$ cat config.mk
export PLATFORM = sky130hd
export DESIGN_NAME = fetch_unit
export DESIGN_NICKNAME = d
export VERILOG_FILES = /design/src/rtl/cpu_pkg.sv /design/src/rtl/fetch_unit.sv
export SDC_FILE = /design/constraint.sdc
export NUM_CORES = 1
export LEC_CHECK = 0
export CAP_MARGIN = 30
export CORE_ASPECT_RATIO = 0.9
export CORE_MARGIN = 2
export CORE_UTILIZATION = 35
export DETAILED_ROUTE_END_ITERATION = 8
export DONT_BUFFER_PORTS = 1
export PLACE_DENSITY = 0.48
export SLEW_MARGIN = 5
export SYNTH_ARGS = -nofsm -noshare
export SYNTH_HDL_FRONTEND = slang
export SYNTH_SLANG_ARGS = --single-unit
$ cat constraint.sdc
create_clock -name clk -period 2.8 [get_ports clk]
set_clock_uncertainty 0.2 [all_clocks]
set_input_delay 0.7 -clock clk [delete_from_list [all_inputs] [get_ports clk]]
set_output_delay 0.7 -clock clk [all_outputs]
set_load 0.01 [all_outputs]
$ cat src/rtl/cpu_pkg.sv
// Shared CPU definitions: fetch FSM states, instruction widths and the
// instruction length rule used by both fetch and decode.
package cpu_pkg;

    localparam int HALFWORD_WIDTH = 16;
    localparam int INST_WIDTH     = 32;

    typedef enum logic [1:0] {
        IDLE,
        WAIT_HW0,
        WAIT_HW1,
        DONE
    } fetch_state_t;

    // A set opcode MSB in the first halfword marks a 32-bit instruction.
    function automatic logic is_long_inst(input logic [HALFWORD_WIDTH-1:0] halfword);
        return halfword[HALFWORD_WIDTH-1];
    endfunction

endpackage

$ cat src/rtl/fetch_unit.sv
// Instruction fetch unit: reads a 16- or 32-bit instruction from synchronous
// instruction memory on fetch_start, holds it, and advances the PC.
module fetch_unit
    import cpu_pkg::*;
#(
    parameter int                    ADDR_WIDTH = 16,
    parameter logic [ADDR_WIDTH-1:0] RESET_PC   = '0
) (
    input  logic                      clk,
    input  logic                      rst_sync,
    input  logic                      fetch_start,
    input  logic                      pc_load,
    input  logic [ADDR_WIDTH-1:0]     pc_load_addr,
    output logic [ADDR_WIDTH-1:0]     imem_addr,
    output logic                      imem_rd_en,
    input  logic [HALFWORD_WIDTH-1:0] imem_rd_data,
    output logic [INST_WIDTH-1:0]     inst,
    output logic [ADDR_WIDTH-1:0]     inst_addr,
    output logic                      inst_is_long,
    output logic [ADDR_WIDTH-1:0]     pc,
    output logic                      fetch_complete
);

    localparam logic [ADDR_WIDTH-1:0] PC_ONE = ADDR_WIDTH'(1);

    fetch_state_t              state_q, state_d;
    logic [ADDR_WIDTH-1:0]     pc_q;
    logic [INST_WIDTH-1:0]     inst_q;
    logic [ADDR_WIDTH-1:0]     inst_addr_q;
    logic                      inst_is_long_q;
    logic                      fetch_complete_q;
    logic                      hw0_long;

    always_comb begin
        hw0_long   = is_long_inst(imem_rd_data);
        state_d    = state_q;
        imem_rd_en = 1'b0;
        imem_addr  = pc_q;
        case (state_q)
            IDLE: begin
                if (pc_load) begin
                    imem_addr = pc_load_addr;
                end
                if (fetch_start) begin
                    imem_rd_en = 1'b1;
                    state_d    = WAIT_HW0;
                end
            end
            WAIT_HW0: begin
                if (hw0_long) begin
                    imem_rd_en = 1'b1;
                    state_d    = WAIT_HW1;
                end else begin
                    state_d = DONE;
                end
            end
            WAIT_HW1: state_d = DONE;
            DONE:     state_d = IDLE;
            default:  state_d = IDLE;
        endcase
    end

    always_ff @(posedge clk) begin
        if (rst_sync) begin
            state_q          <= IDLE;
            pc_q             <= RESET_PC;
            inst_q           <= '0;
            inst_addr_q      <= '0;
            inst_is_long_q   <= 1'b0;
            fetch_complete_q <= 1'b0;
        end else begin
            state_q          <= state_d;
            fetch_complete_q <= (state_d == DONE);
            case (state_q)
                IDLE: begin
                    if (fetch_start) begin
                        pc_q <= imem_addr + PC_ONE;
                    end else if (pc_load) begin
                        pc_q <= pc_load_addr;
                    end
                end
                WAIT_HW0: begin
                    // The fetch address is recovered as pc-1 here so inst_addr
                    // changes together with inst and stays stable until this edge.
                    inst_q[HALFWORD_WIDTH-1:0] <= imem_rd_data;
                    inst_addr_q                <= pc_q - PC_ONE;
                    inst_is_long_q             <= hw0_long;
                    if (hw0_long) begin
                        pc_q <= pc_q + PC_ONE;
                    end else begin
                        inst_q[INST_WIDTH-1:HALFWORD_WIDTH] <= '0;
                    end
                end
                WAIT_HW1: inst_q[INST_WIDTH-1:HALFWORD_WIDTH] <= imem_rd_data;
                default: ;
            endcase
        end
    end

    assign inst           = inst_q;
    assign inst_addr      = inst_addr_q;
    assign inst_is_long   = inst_is_long_q;
    assign pc             = pc_q;
    assign fetch_complete = fetch_complete_q;

endmodule
==> run_summary.xml <==
<?xml version="1.0" encoding="UTF-8"?>
<metrics>
  <group name="route">
    <metric name="first_pass_iters" unit="">5</metric>
    <metric name="route.detailed.wl_per_inst" unit="um">20.1</metric>
    <metric name="drcViolationCount" unit="">0</metric>
    <metric name="route.antenna.remaining_nets" unit="">0</metric>
    <metric name="final_routed_wirelength" unit="um">13300</metric>
    <metric name="via_per_inst" unit="">5.84</metric>
    <metric name="num_vias" unit="">3883</metric>
    <metric name="initialDrtViolationCount" unit="">375</metric>
  </group>
  <group name="timing">
    <metric name="finalCritPeriodShare" unit="%">95.7</metric>
    <metric name="timing.setup.tns" unit="ns">0</metric>
    <metric name="setup_violations" unit="">0</metric>
    <metric name="timing.final.hold_violations" unit="">0</metric>
    <metric name="timing_worst_slew_pin_value" unit="ns">0.815</metric>
    <metric name="setup_repair_after_global_routing_missed_its_margin" unit="">false</metric>
    <metric name="final_max_slew_viol_count" unit="">0</metric>
    <metric name="time_the_final_worst_path_needs_with_i_o_delays_and_setup" unit="ns">2.68</metric>
    <metric name="relSlewSlack" unit="%">45.6</metric>
    <metric name="fmax" unit="MHz">373</metric>
  </group>
  <group name="clock_tree">
    <metric name="cts-buffers-inserted" unit="">9</metric>
    <metric name="clockRootBuffer" unit="">sky130_fd_sc_hd__clkbuf_16</metric>
    <metric name="cts.sink_count" unit="">67</metric>
    <metric name="cts_tree" unit="">done</metric>
    <metric name="clk_pin_slew_worst_paths" unit="ns">0.06</metric>
    <metric name="clock_insertion_delay_worst_skew" unit="ns">0.34</metric>
    <metric name="cts.htree.levels" unit="">3</metric>
    <metric name="cts-root-to-sink-buffers" unit="">2</metric>
    <metric name="number_of_hold_buffers_added_after_cts" unit="">0</metric>
  </group>
  <group name="power">
    <metric name="p_total" unit="W">0.00554</metric>
    <metric name="power.density" unit="nW/um2">1170</metric>
    <metric name="peak_supply_drop" unit="V">0.000369</metric>
    <metric name="p_leak" unit="nW">1.74</metric>
  </group>
  <group name="global_route">
    <metric name="globalRouteOverflowTotal" unit="">0</metric>
    <metric name="grt_max_degree" unit="">68</metric>
    <metric name="grtUsageTotal" unit="%">20.7</metric>
    <metric name="grt_pass1_vias" unit="">3672</metric>
    <metric name="antenna_found_initial" unit="">0</metric>
    <metric name="grt_first_pass_wirelength" unit="um">20900</metric>
  </group>
  <group name="synthesis">
    <metric name="synthFlopType" unit="">sky130_fd_sc_hd__dfxtp_1</metric>
    <metric name="netlist-cell-type-count" unit="">68</metric>
    <metric name="synth.top_cells.by_count" unit="">67 x sky130_fd_sc_hd__dfxtp_1, 62 x sky130_fd_sc_hd__nor2_1, 51 x sky130_fd_sc_hd__nand2_1, 31 x sky130_fd_sc_hd__mux2i_1, 23 x sky130_fd_sc_hd__buf_2</metric>
    <metric name="synth_seq_area_share" unit="%">31.9</metric>
    <metric name="postSynthAreaPerCell" unit="um2">8.16</metric>
    <metric name="synth.yosys.warnings" unit="">0</metric>
    <metric name="syn_area" unit="um2">4200</metric>
    <metric name="synth.largest_area_cell" unit="">sky130_fd_sc_hd__dfxtp_1</metric>
    <metric name="synth_top_cells_by_area" unit="">sky130_fd_sc_hd__dfxtp_1 32%, sky130_fd_sc_hd__mux2i_1 7.4%, sky130_fd_sc_hd__nor2_1 5.5%</metric>
    <metric name="synthCells" unit="">515</metric>
    <metric name="syn-num-nets" unit="">558</metric>
    <metric name="synthesis_stage_register_bit_count" unit="">67</metric>
    <metric name="async_reset_ff_share" unit="%">0</metric>
    <metric name="most_frequently_used_cell_type_in_the_post_synthesis_netlist" unit="">sky130_fd_sc_hd__dfxtp_1</metric>
    <metric name="synth-edff-count" unit="">0</metric>
    <metric name="synth_top_area_share" unit="%">31.9</metric>
  </group>
  <group name="worst_hold_path">
    <metric name="hold_path_class" unit="">input port to flip-flop</metric>
  </group>
  <group name="worst_setup_path">
    <metric name="timing.critical_path.fanout_max" unit="">21</metric>
    <metric name="timing_worst_setup_path_type" unit="">flip-flop to output port</metric>
    <metric name="timing.critical_path.to_type" unit="">output port</metric>
    <metric name="worst_ep_arrival_time" unit="ns">1.78</metric>
    <metric name="timing.critical_path.required" unit="ns">1.90</metric>
    <metric name="cp-start-kind" unit="">flip-flop</metric>
  </group>
  <group name="status">
    <metric name="status" unit="">finished clean</metric>
  </group>
  <group name="layout">
    <metric name="area.growth.synth_to_final" unit="%">12.6</metric>
    <metric name="final_cell_area" unit="um2">4730</metric>
    <metric name="nNetsFinal" unit="">547</metric>
    <metric name="drive_gt1_share" unit="%">15.7</metric>
    <metric name="num_antenna_cells" unit="">0</metric>
  </group>
  <group name="floorplan">
    <metric name="die_width" unit="um">120</metric>
    <metric name="fp.dieArea" unit="um2">12900</metric>
    <metric name="coreArea" unit="um2">11600</metric>
    <metric name="initial_core_util" unit="%">36.3</metric>
    <metric name="ioPinCount" unit="">119</metric>
    <metric name="std_cell_rows" unit="">37</metric>
    <metric name="floorplan.die.height" unit="um">108</metric>
  </group>
  <group name="job">
    <metric name="max_cap_violations" unit="">0</metric>
  </group>
  <group name="place">
    <metric name="placement.cell_area" unit="um2">4380</metric>
    <metric name="port-buffer-count" unit="">0</metric>
    <metric name="dp.final_hpwl" unit="um">9700</metric>
    <metric name="finalWeightedCongestion" unit="">0.862</metric>
  </group>
</metrics>
sequential cells by signal, summed over array words and instances, names as in the netlist:
name	cells
state_q	2
inst	32
pc	16
inst_addr	16
fetch_complete	1
worst paths after layout:
| kind | start | end | slack [ns] | cells past startpoint |
|---|---|---|---|---|
| setup / recovery | state_q[0] | imem_addr[7] | 0.12 | 6 |
| hold reg to reg | inst_addr[11] | inst_addr[11] | 0.32 | 2 |
| setup reg to reg | state_q[0] | pc[14] | 0.25 | 12 |
| hold / removal | rst_sync | pc[2] | 0.23 | 1 |
power by group:
| group | total, W | switching, W | internal (W) |
|---|---|---|---|
| Combinational | 0.00261 | 0.00156 | 0.00105 |
| Sequential | 0.00170 | 0.000429 | 0.00127 |
| Clock | 0.00123 | 0.000450 | 0.000781 |
through the flow:
| step | utilization [%] | std cells | hold WS (ns) | setup WS [ns] |
|---|---|---|---|---|
| final | 40.9 | 665 | 0.230 | 0.120 |
| after global routing | 40.9 | 665 | 0.235 | 0.0172 |
| after CTS | 40.7 | 663 | 0.218 | 0.0293 |
| after detailed placement | 37.8 | 647 | 0.322 | 0.169 |
| after global placement | 37.8 | 647 | 0.318 | 0.207 |
| after floorplan | - | 515 | 0.298 | -0.0173 |
cell type report:
class,instances,area [um2]
repair buffers,29,230
flip-flops and latches,67,1340
well taps,156,195
clock inverters,6,90.1
inverters,13,48.8
fillers,1200,6840
multi-input cells,384,2600
clock buffers,10,229
critical path, stage by stage (launching register included):
cell	delay, ns
sky130_fd_sc_hd__dfxtp_1	0.32
sky130_fd_sc_hd__inv_1	0.10
sky130_fd_sc_hd__ha_2	0.20
sky130_fd_sc_hd__and2_4	0.19
sky130_fd_sc_hd__buf_12	0.18
sky130_fd_sc_hd__mux2i_4	0.29
sky130_fd_sc_hd__inv_1	0.13
logic make-up after synthesis:
group | synth area share [%]
mux | 11.0
flops | 31.9
compound gates | 20.1
simple gates | 24.7
fa+ha+maj | 2.08
xor+xnor | 3.12
buf+inv | 7.11
layout by cell type (no fill, tap or decap), drive strengths merged, types with 10 or more instances in the layout:
cell type	instances
clkbuf	10
nand4	17
inv	13
nand3	17
mux2	12
nor2	62
buf	29
a22oi	16
o21ai	24
a21oi	13
nor3	12
mux2i	32
xnor2	11
a211oi	18
dfxtp	67
nand2	51
metal layers:
metal	wire [um]	GRT usage, %
met1	6260	28.7
met2	5850	30.8
met3	1040	5.64
met4	198	7.56
met5	0	0
what timing repair did:
| item | CTS | global route |
|---|---|---|
| pin swaps | 0 | 1 |
| setup buffers | 0 | 2 |
| gates resized for setup | 3 | 2 |
| endpoints found under the setup margin | 8 | 11 |
Note: power is estimated with default switching activity, not from simulation.
